File: config.mk
export PLATFORM = sky130hd
export DESIGN_NAME = apb_mem_slave
export DESIGN_NICKNAME = d
export VERILOG_FILES = /design/src/rtl/apb_slv_pkg.sv /design/src/rtl/apb_slv_mem.sv /design/src/rtl/apb_mem_slave.sv
export SDC_FILE = /design/constraint.sdc
export NUM_CORES = 1
export LEC_CHECK = 0
export BUFFER_PORTS_ARGS = -buffer_cell sky130_fd_sc_hd__buf_4
export CAP_MARGIN = 20
export CELL_PAD_IN_SITES_DETAIL_PLACEMENT = 0
export CELL_PAD_IN_SITES_GLOBAL_PLACEMENT = 1
export CORE_MARGIN = 4
export CORE_UTILIZATION = 51
export DETAILED_ROUTE_END_ITERATION = 8
export PLACE_DENSITY = 0.88
export SYNTH_ARGS = -nofsm -noshare
export SYNTH_HDL_FRONTEND = slang
export SYNTH_SLANG_ARGS = --single-unit
File: constraint.sdc
create_clock -name CLK -period 20.9 [get_ports CLK]
set_input_delay 2.09 -clock CLK [delete_from_list [all_inputs] [get_ports CLK]]
set_output_delay 2.09 -clock CLK [all_outputs]
set_load 0.01 [all_outputs]
File: src/rtl/apb_slv_pkg.sv
// apb_slv_pkg -- shared types and helpers for the APB memory slave.
// Holds the two-state transfer FSM encoding, the wait-counter width and
// the byte-address to word-address shift helper.
package apb_slv_pkg;

  // Transfer FSM: IDLE waits for a setup cycle, ACCESS runs the access phase.
  typedef enum logic {
    IDLE   = 1'b0,
    ACCESS = 1'b1
  } state_t;

  // Wait-state counter width; covers WAIT_CYCLES 0..15.
  localparam int WAIT_W = 4;

  // Number of byte-offset bits below the word index for a given data width.
  function automatic int addr_lsb(input int data_w);
    return $clog2(data_w / 8);
  endfunction

endpackage : apb_slv_pkg

File: src/rtl/apb_slv_mem.sv
// apb_slv_mem -- DEPTH x DATA_W register-file backing store.
// Synchronous byte-lane write, synchronous read into a registered output
// that returns zero on any cycle without a read request, and asynchronous
// reset of every word to zero.
module apb_slv_mem #(
  parameter int DATA_W = 32,
  parameter int DEPTH  = 16,
  parameter int IDX_W  = 4
) (
  input  logic                CLK,
  input  logic                Rst,
  input  logic                wr_en,
  input  logic [IDX_W-1:0]    wr_idx,
  input  logic [DATA_W/8-1:0] wr_be,
  input  logic [DATA_W-1:0]   wr_data,
  input  logic                rd_en,
  input  logic [IDX_W-1:0]    rd_idx,
  output logic [DATA_W-1:0]   rd_data
);

  localparam int NB = DATA_W / 8;

  logic [DATA_W-1:0] mem [DEPTH];

  // Storage array: byte-masked write, whole array cleared on reset.
  // NOTE: the array is reset because software relies on a zeroed
  // scratchpad; that only suits a small flop-based store -- an SRAM macro
  // could not be cleared this way.
  // NOTE: sequential state uses <= so every flop samples pre-edge values.
  always_ff @(posedge CLK or posedge Rst) begin
    if (Rst) begin
      for (int i = 0; i < DEPTH; i++) begin
        mem[i] <= '0;
      end
    end else if (wr_en) begin
      for (int b = 0; b < NB; b++) begin
        if (wr_be[b]) begin
          mem[wr_idx][8*b +: 8] <= wr_data[8*b +: 8];
        end
      end
    end
  end

  // Read register: loads the addressed word on request, otherwise zero,
  // so it doubles as the bus read-data register.
  always_ff @(posedge CLK or posedge Rst) begin
    if (Rst) begin
      rd_data <= '0;
    end else begin
      rd_data <= rd_en ? mem[rd_idx] : '0;
    end
  end

endmodule : apb_slv_mem

File: src/rtl/apb_mem_slave.sv
// apb_mem_slave -- parametrised APB memory-mapped slave.
// Two-state transfer FSM, alignment/range checking with PSLVERR, a
// programmable wait-state counter and registered PREADY/PSLVERR/PRDATA.
// A setup cycle (PSEL=1, PENABLE=0) is accepted in any state, which gives
// back-to-back transfers and restarts a transfer on a protocol violation.
// Optional feature macro: APB_SLV_STRB_EN adds the PSTRB byte-lane port;
// without it every write updates the full word.
module apb_mem_slave
  import apb_slv_pkg::*;
#(
  parameter int DATA_W      = 32,
  parameter int ADDR_W      = 8,
  parameter int DEPTH       = 16,
  parameter int WAIT_CYCLES = 0
) (
  input  logic                CLK,
  input  logic                Rst,
  input  logic                PSEL,
  input  logic                PENABLE,
  input  logic                PWRITE,
  input  logic [ADDR_W-1:0]   PADDR,
  input  logic [DATA_W-1:0]   PWDATA,
`ifdef APB_SLV_STRB_EN
  input  logic [DATA_W/8-1:0] PSTRB,
`endif
  output logic                PREADY,
  output logic [DATA_W-1:0]   PRDATA,
  output logic                PSLVERR
);

  localparam int NB       = DATA_W / 8;
  localparam int ADDR_LSB = addr_lsb(DATA_W);
  localparam int IDX_W    = (DEPTH > 1) ? $clog2(DEPTH) : 1;

  // Byte-offset mask (zero for an 8-bit bus, where every address is aligned).
  localparam logic [ADDR_W-1:0] LSB_MASK  = ADDR_W'((1 << ADDR_LSB) - 1);
  // One extra bit so DEPTH == 2^ADDR_W still compares correctly.
  localparam logic [ADDR_W:0]   DEPTH_LIM = (ADDR_W + 1)'(DEPTH);
  localparam logic [WAIT_W-1:0] WAIT_LOAD = WAIT_W'(WAIT_CYCLES);
  localparam logic              NO_WAIT   = (WAIT_CYCLES == 0);

  state_t            state;
  logic [WAIT_W-1:0] cnt;

  // Transfer attributes captured at the setup cycle.
  logic [IDX_W-1:0]  lat_idx;
  logic              lat_write;
  logic              lat_err;
  logic [DATA_W-1:0] lat_wdata;
  logic [NB-1:0]     lat_be;

  // Decode of the current bus address.
  logic [ADDR_W-1:0] word_full;
  logic              err_now;
  logic [NB-1:0]     be_now;

  // Phase qualifiers.
  logic setup;
  logic access_on;
  logic complete;
  logic raise;

  // Memory port controls.
  logic              wr_en;
  logic              rd_en;
  logic [IDX_W-1:0]  rd_idx;

`ifdef APB_SLV_STRB_EN
  assign be_now = PSTRB;
`else
  assign be_now = '1;
`endif

  // Address check: misaligned byte offset or word index beyond DEPTH.
  // NOTE: every variable is assigned on every path through this block, so
  // it stays purely combinational and no latch is inferred.
  always_comb begin
    word_full = PADDR >> ADDR_LSB;
    err_now   = ((PADDR & LSB_MASK) != '0) || ({1'b0, word_full} >= DEPTH_LIM);
  end

  assign setup     = PSEL && !PENABLE;
  assign access_on = (state == ACCESS) && PSEL && PENABLE;
  assign complete  = access_on && PREADY;
  // The edge at which the counter runs out raises PREADY for the final
  // access cycle; with no wait states that edge is the setup edge itself.
  assign raise     = access_on && !PREADY && (cnt <= WAIT_W'(1));

  assign wr_en  = complete && lat_write && !lat_err;
  assign rd_en  = (setup && NO_WAIT && !PWRITE && !err_now) ||
                  (raise && !lat_write && !lat_err);
  assign rd_idx = setup ? word_full[IDX_W-1:0] : lat_idx;

  // Transfer FSM with wait counter and registered PREADY/PSLVERR.
  always_ff @(posedge CLK or posedge Rst) begin
    if (Rst) begin
      state     <= IDLE;
      cnt       <= '0;
      PREADY    <= 1'b0;
      PSLVERR   <= 1'b0;
      lat_idx   <= '0;
      lat_write <= 1'b0;
      lat_err   <= 1'b0;
      lat_wdata <= '0;
      lat_be    <= '0;
    end else if (setup) begin
      // Fresh setup: accepted from IDLE, right after completion, or as a
      // restart that silently drops an unfinished transfer.
      state     <= ACCESS;
      cnt       <= WAIT_LOAD;
      lat_idx   <= word_full[IDX_W-1:0];
      lat_write <= PWRITE;
      lat_err   <= err_now;
      lat_wdata <= PWDATA;
      lat_be    <= be_now;
      PREADY    <= NO_WAIT;
      PSLVERR   <= NO_WAIT && err_now;
    end else if (state == ACCESS) begin
      if (!PSEL || complete) begin
        // Abort or completion: back to IDLE with outputs cleared.
        state   <= IDLE;
        cnt     <= '0;
        PREADY  <= 1'b0;
        PSLVERR <= 1'b0;
      end else if (raise) begin
        cnt     <= '0;
        PREADY  <= 1'b1;
        PSLVERR <= lat_err;
      end else if (access_on && !PREADY) begin
        cnt <= cnt - WAIT_W'(1);
      end
    end
  end

  apb_slv_mem #(
    .DATA_W (DATA_W),
    .DEPTH  (DEPTH),
    .IDX_W  (IDX_W)
  ) u_mem (
    .CLK     (CLK),
    .Rst     (Rst),
    .wr_en   (wr_en),
    .wr_idx  (lat_idx),
    .wr_be   (lat_be),
    .wr_data (lat_wdata),
    .rd_en   (rd_en),
    .rd_idx  (rd_idx),
    .rd_data (PRDATA)
  );

endmodule : apb_mem_slave

==> results_dict.tcl, run 1 <==
set metrics [dict create \
    outcome "finished, final reports clean" \
    ys_seq_area_share_pct 46.6 \
    drtIter0Drc 2003 \
    cp.arrival_ns 6.36 \
    setup_viol 0 \
    hold_depth 2 \
    syn_to_final_growth_pct 9.19 \
    synth_ff_type "dfrtp_1" \
    diodes 0 \
    numCtsBuffers 60 \
    startpoint_type "input pin" \
    root_buffer "clkbuf_16" \
    drc_errors 0 \
    synth_xor_area_share_pct 0.0553 \
    fmax_mhz 171 \
    hold_buffers 0 \
    dpl.hpwl_mm 43.5 \
    synth.top_cell.area_share_pct 46.6 \
    power.leakage_nw 16.9 \
    port_buffers 78 \
    cp-end-kind "flip-flop" \
    place_congestion 0.779 \
    netlist_top_cells_count "dfrtp_1, mux2i_1, mux2_2, nor2_1, nand2_1" \
    worstPathRequired_ns 21.41 \
    power.density_nw_per_um2 74.8 \
    ys_types 44 \
    cap_violations 0 \
    crit_type "input pin to flip-flop" \
    whs_ns 0.491 \
    fin_crit_ns 5.85 \
    num_rows 91 \
    setup_tns_ns 0 \
    slew_headroom_pct 16.7 \
    synthTopCellsByArea "dfrtp_1, mux2_2, mux2i_1, nor2_1, nand2_1" \
    hold_start "u_mem.mem[400]" \
    synthMuxAreaShare_pct 31.4 \
    avgViaCountPerCell 6.13 \
    drive_above_1_share_pct 23.6 \
    antenna_found_initial 0 \
    rsz0062_at_grt "no" \
    grt_max_degree 178 \
    hold_viol_final 0 \
    synth_simple_gate_area_share_pct 12.2 \
    grt_pass1_wl_mm 132 \
    synth-seq-cells 590 \
    cp_max_fo 86 \
    synthAdderAreaFrac_pct 0.0790 \
    first_global_vias 22915 \
    worst_pin_slew_ns 1.25 \
    drt_first_pass_iters 5 \
    r2r_cells 7 \
    syn_area_per_cell_um2 11.0 \
    finClkSkew_ns 0.0310 \
    dp.cells 3598 \
    io_pins 79 \
    clockBufferDepth 3 \
    grt_use_total_pct 24.8 \
    die-area_um2 66200 \
    die_w_um 257 \
    htreeDepth 2 \
    clk_pin_slew_worst_paths_ns 0.06 \
    dieHeight_um 257 \
    r2r_start "lat_idx[0]" \
    num-nets-final 2872 \
    clock-sinks 590 \
    vdd_drop_max_mv 0.0723 \
    antenna_left 0 \
    post-route-period-util_pct 28.0 \
    synth.most_common_cell "dfrtp_1" \
    core_area_um2 61600 \
    fin_util_pct 56.2 \
    drv_slew 0 \
    synthArstFlopShare_pct 100 \
    start_util_pct 51.4 \
    postSynthNetCount 2936 \
    ctsResizeCount 0 \
    clock_latency_ns 0.64 \
    yosys_warnings 0 \
    synth_compound_gate_area_share_pct 5.75 \
    num_vias 22710 \
    fin_cells 3707 \
    netlist_area_um2 31700 \
    synth_edf_count 0 \
    postCtsSetupRepairBufs 0 \
    syn_inst 2889 \
    cts_tree "done" \
    synth_top_family_by_area "multiplexers" \
    fillerInstances 5088 \
    finalWirelength_mm 83.8 \
    wl_per_cell_um 22.6 \
    gr-total-overflow 0 \
    cp-startpoint "PSEL" \
    hold_path_class "flip-flop to flip-flop" \
    yosys.area.top_type "dfrtp_1" \
]
metrics by stage:
step                area (um2)  total power (W)  worst slack [ns]
finish                   34600          0.00259             15.05
global route             34600          0.00268             14.89
CTS                      34500          0.00261             14.91
detailed placement       32600          0.00154             14.24
global placement         32600          0.00153             14.43
floorplan                31700          0.00145              2.30
final timing paths:
path | slack (ns) | endpoint
max in group asynchronous | 15.55 | u_mem.mem[337]
hold reg to reg | 0.49 | u_mem.mem[400]
setup / recovery | 15.05 | u_mem.rd_data[26]
min in group asynchronous | 1.61 | u_mem.mem[193]
setup reg to reg | 17.32 | u_mem.rd_data[12]
hold / removal | 0.49 | u_mem.mem[400]
metal layers:
metal | vias to the layer above | wire length [um] | part of all wire, % | global-route usage (%)
met2 | 694 | 40300 | 48 | 41.9
met5 | - | 0 | 0 | 0
met3 | 179 | 4670 | 5.6 | 3.39
li1 | 10139 | - | - | -
met1 | 11698 | 36300 | 43 | 33.5
met4 | 0 | 2500 | 3.0 | 7.76
worst max-delay path, cell delays in order:
cell and delay, ns:
buf_4 0.12, nor2b_4 0.85, buf_4 0.86, buf_4 0.88, buf_4 0.70, nor2_1 0.12, o32a_1 0.31, a32o_1 0.26
registers in the layout, summed over array words and instances (netlist names):
name / count
PSLVERR: 1
lat_write: 1
cnt: 4
lat_wdata: 32
PREADY: 1
u_mem.mem: 512
lat_idx: 4
lat_be: 1
u_mem.rd_data: 32
state: 1
lat_err: 1
cell families after synthesis:
group,Yosys count
simple gates,873
fa+ha+maj,2
buf+inv,258
mux,932
flops,590
xor+xnor,2
compound gates,232
cell type report:
class	instances	area (um2)	area share, %
well taps	837	1050	3.03
clock buffers	95	1760	5.10
flip-flops and latches	590	14800	42.7
repair buffers	127	1030	2.99
inverters	5	26.3	0.0759
clock inverters	12	160	0.463
multi-input cells	2041	15800	45.7
cells in the final DEF, fill, tap and decap left out, types with 2 or more instances in the layout:
| cell | netlist | layout |
|---|---|---|
| dfrtp_1 | 590 | 589 |
| nor2_4 | 0 | 5 |
| a21oi_1 | 66 | 65 |
| nor4_4 | 2 | 3 |
| nand2b_1 | 8 | 7 |
| nor2_1 | 395 | 394 |
| nor3_4 | 2 | 9 |
| nand2b_4 | 1 | 2 |
| a32o_1 | 32 | 32 |
| mux2_4 | 0 | 3 |
| clkbuf_16 | 0 | 61 |
| mux2_1 | 44 | 43 |
| bufinv_16 | 0 | 4 |
| ha_1 | 2 | 2 |
| clkbuf_8 | 0 | 11 |
| o32a_1 | 64 | 64 |
| buf_4 | 32 | 121 |
| nor2b_1 | 65 | 64 |
| inv_1 | 5 | 4 |
| mux2i_1 | 448 | 448 |
| clkinv_2 | 0 | 8 |
| nor3_1 | 131 | 131 |
| mux2_2 | 439 | 437 |
| nand2_1 | 210 | 210 |
| nor4_1 | 32 | 32 |
| nand3_1 | 8 | 8 |
| clkbuf_1 | 103 | 23 |
| xor2_1 | 2 | 2 |
| buf_12 | 0 | 2 |
| buf_16 | 0 | 2 |
| a211oi_1 | 64 | 64 |
| buf_8 | 0 | 2 |
where the power goes:
| group | internal (W) | leakage, nW | total, W | switching [W] |
|---|---|---|---|---|
| registers | 0.00117 | 8.16 | 0.00123 | 0.0000583 |
| logic | 0.000115 | 7.78 | 0.000292 | 0.000177 |
| clock network | 0.000622 | 0.946 | 0.00107 | 0.000447 |
| total | 0.00191 | 16.9 | 0.00259 | 0.000682 |
Note: power is estimated with default switching activity, not from simulation.
==> run 2, diff against run 1 <==
==> constraint.sdc (replaced) <==
create_clock -name CLK -period 6 [get_ports CLK]
set_input_delay 0.6 -clock CLK [delete_from_list [all_inputs] [get_ports CLK]]
set_output_delay 0.6 -clock CLK [all_outputs]
set_load 0.01 [all_outputs]
==> run 2 against run 1 <==
- utilization is 0.46 points higher
- critical endpoint is now u_mem.rd_data[1]
- critical path type unchanged
- sequential share of layout area is 0.35 points lower
- power grew to 3.6 times the previous value
- largest cell class unchanged
==> results_dict.tcl, run 2 (synthesized netlist as in run 1, its figures left out) <==
set metrics [dict create \
    drv_slew 0 \
    antenna_left 0 \
    dieHeight_um 257 \
    port_buffers 78 \
    crit_type "input pin to flip-flop" \
    slew_headroom_pct 10.3 \
    clock-sinks 590 \
    die_w_um 257 \
    netSwitchingFraction_pct 26.2 \
    pwr-share-clk_pct 43.4 \
    drc_errors 0 \
    clockBufferDepth 3 \
    clk_pin_slew_worst_paths_ns 0.06 \
    p_switching_w 0.00245 \
    hold_buffers 0 \
    setup_ws_ns 2.61 \
    num_vias 22475 \
    grt_use_total_pct 25.0 \
    rsz0062_at_grt "no" \
    top_register "u_mem.mem" \
    crit_family "compound AO/OA/AOI/OAI gates" \
    worst-path-buf-inv 3 \
    setup_tns_ns 0 \
    clock_latency_ns 0.60 \
    cp-end-kind "flip-flop" \
    cpMostUsedCell "buf_4" \
    drt_first_pass_iters 5 \
    internal_power_w 0.00690 \
    cap_violations 0 \
    outcome "finished, final reports clean" \
    slowest_stage "a21oi_4" \
    avgViaCountPerCell 6.06 \
    layout_commonest_cell "dfrtp_1" \
    grt_max_degree 203 \
    place_ws_ns 2.35 \
    drive_above_1_share_pct 24.0 \
    worstPathRequired_ns 6.52 \
    core_area_um2 61600 \
    reg_top3 "u_mem.mem: 512 flops, lat_wdata: 32 flops, u_mem.rd_data: 32 flops" \
    root_buffer "clkbuf_16" \
    largest_reg_flops 512 \
    p_seq_share_pct 45.8 \
    hold_path_class "input pin to async pin" \
    power.density_nw_per_um2 268 \
    r2r_cells 4 \
    finClkSkew_ns 0.0226 \
    cts_tree "done" \
    hold_viol_final 0 \
    drtIter0Drc 1733 \
    pwr-share-comb_pct 10.9 \
    antenna_found_initial 0 \
    diodes 0 \
    regToRegSetupSlack_ns 2.67 \
    worst_pin_slew_ns 1.35 \
    first_global_vias 23465 \
    fmax_mhz 295 \
    whs_ns 0.134 \
    startpoint_type "input pin" \
    setup_viol 0 \
    num-nets-final 2876 \
    io_pins 79 \
    gr-total-overflow 0 \
    syn_to_final_growth_pct 10.1 \
    power.leakage_nw 17.0 \
    die-area_um2 66200 \
    numCtsBuffers 67 \
    start_util_pct 51.4 \
    grt_pass1_wl_mm 133 \
    cp_max_fo 202 \
    num_rows 91 \
    final_cell_mix "dfrtp_1, mux2i_1, mux2_2" \
    dpl.hpwl_mm 44.3 \
    postCtsSetupRepairBufs 0 \
    place_congestion 0.760 \
    slowest_delay_ns 0.94 \
    rr_endpoint "u_mem.mem[274]" \
    crit_chain "buf_4, nor2b_4, buf_12, nand2_1, a21oi_4, buf_4, a32o_1" \
    r2r_start "lat_idx[0]" \
    post-route-period-util_pct 56.5 \
    cp.arrival_ns 3.90 \
    ctsResizeCount 0 \
    htreeDepth 3 \
    fin_crit_ns 3.39 \
    wl_per_cell_um 22.7 \
    finalWirelength_mm 84.1 \
    vdd_drop_max_mv 0.171 \
]
[run 2: how the worst max path moves through the flow]
| stage | start | to | cells after the start |
|---|---|---|---|
| 2_1_floorplan | Rst | PREADY | 1 |
| 3_3_place_gp | PSEL | u_mem.rd_data[13] | 7 |
| 3_5_place_dp | PSEL | u_mem.rd_data[12] | 7 |
| 4_1_cts | lat_idx[0] | u_mem.mem[274] | 4 |
| 5_1_grt | lat_idx[0] | u_mem.mem[271] | 4 |
| 6_report | PSEL | u_mem.rd_data[1] | 7 |
[run 2: per-stage QoR]
stage                     instance area, um2  power, W  instances  util (%)
after global placement                 32600   0.00533       3594      53.0
after CTS                              34900   0.00942       3708      56.6
after global routing                   34900   0.00968       3708      56.6
after detailed placement               32700   0.00536       3597      53.1
final                                  34900   0.00935       3708      56.6
after floorplan                        31700   0.00505       2889         -
[run 2: area by class of cell]
cell class | count | area [um2]
Clock buffer | 98 | 2000
Clock inverter | 13 | 158
Fill cell | 5085 | 26700
Inverter | 5 | 22.5
Multi-Input combinational cell | 2041 | 15800
Sequential cell | 590 | 14800
Tap cell | 837 | 1050
Timing Repair Buffer | 124 | 1090
[run 2: worst register-to-register path: stages (launching register included)]
cell and delay [ns]:
dfrtp_4 0.95, nand2b_1 0.45, nor3_4 0.74, buf_4 0.61, mux2_2 0.47
[run 2: power by group through the flow]
stage | logic, W | clock network (W) | registers [W]
2_1_floorplan | 0.000826 | 0 | 0.00422
3_3_place_gp | 0.00100 | 0 | 0.00433
3_5_place_dp | 0.00101 | 0 | 0.00435
4_1_cts | 0.00102 | 0.00413 | 0.00428
5_1_grt | 0.00109 | 0.00428 | 0.00430
6_report | 0.00102 | 0.00405 | 0.00428
[run 2: metal layers]
layer | vias to the layer above | part of all wire (%) | GRT usage, %
li1 | 10123 | - | -
met1 | 11552 | 43 | 32.5
met2 | 619 | 49 | 43.0
met3 | 181 | 4.6 | 3.90
met4 | 0 | 3.3 | 8.70
met5 | - | 0 | 0
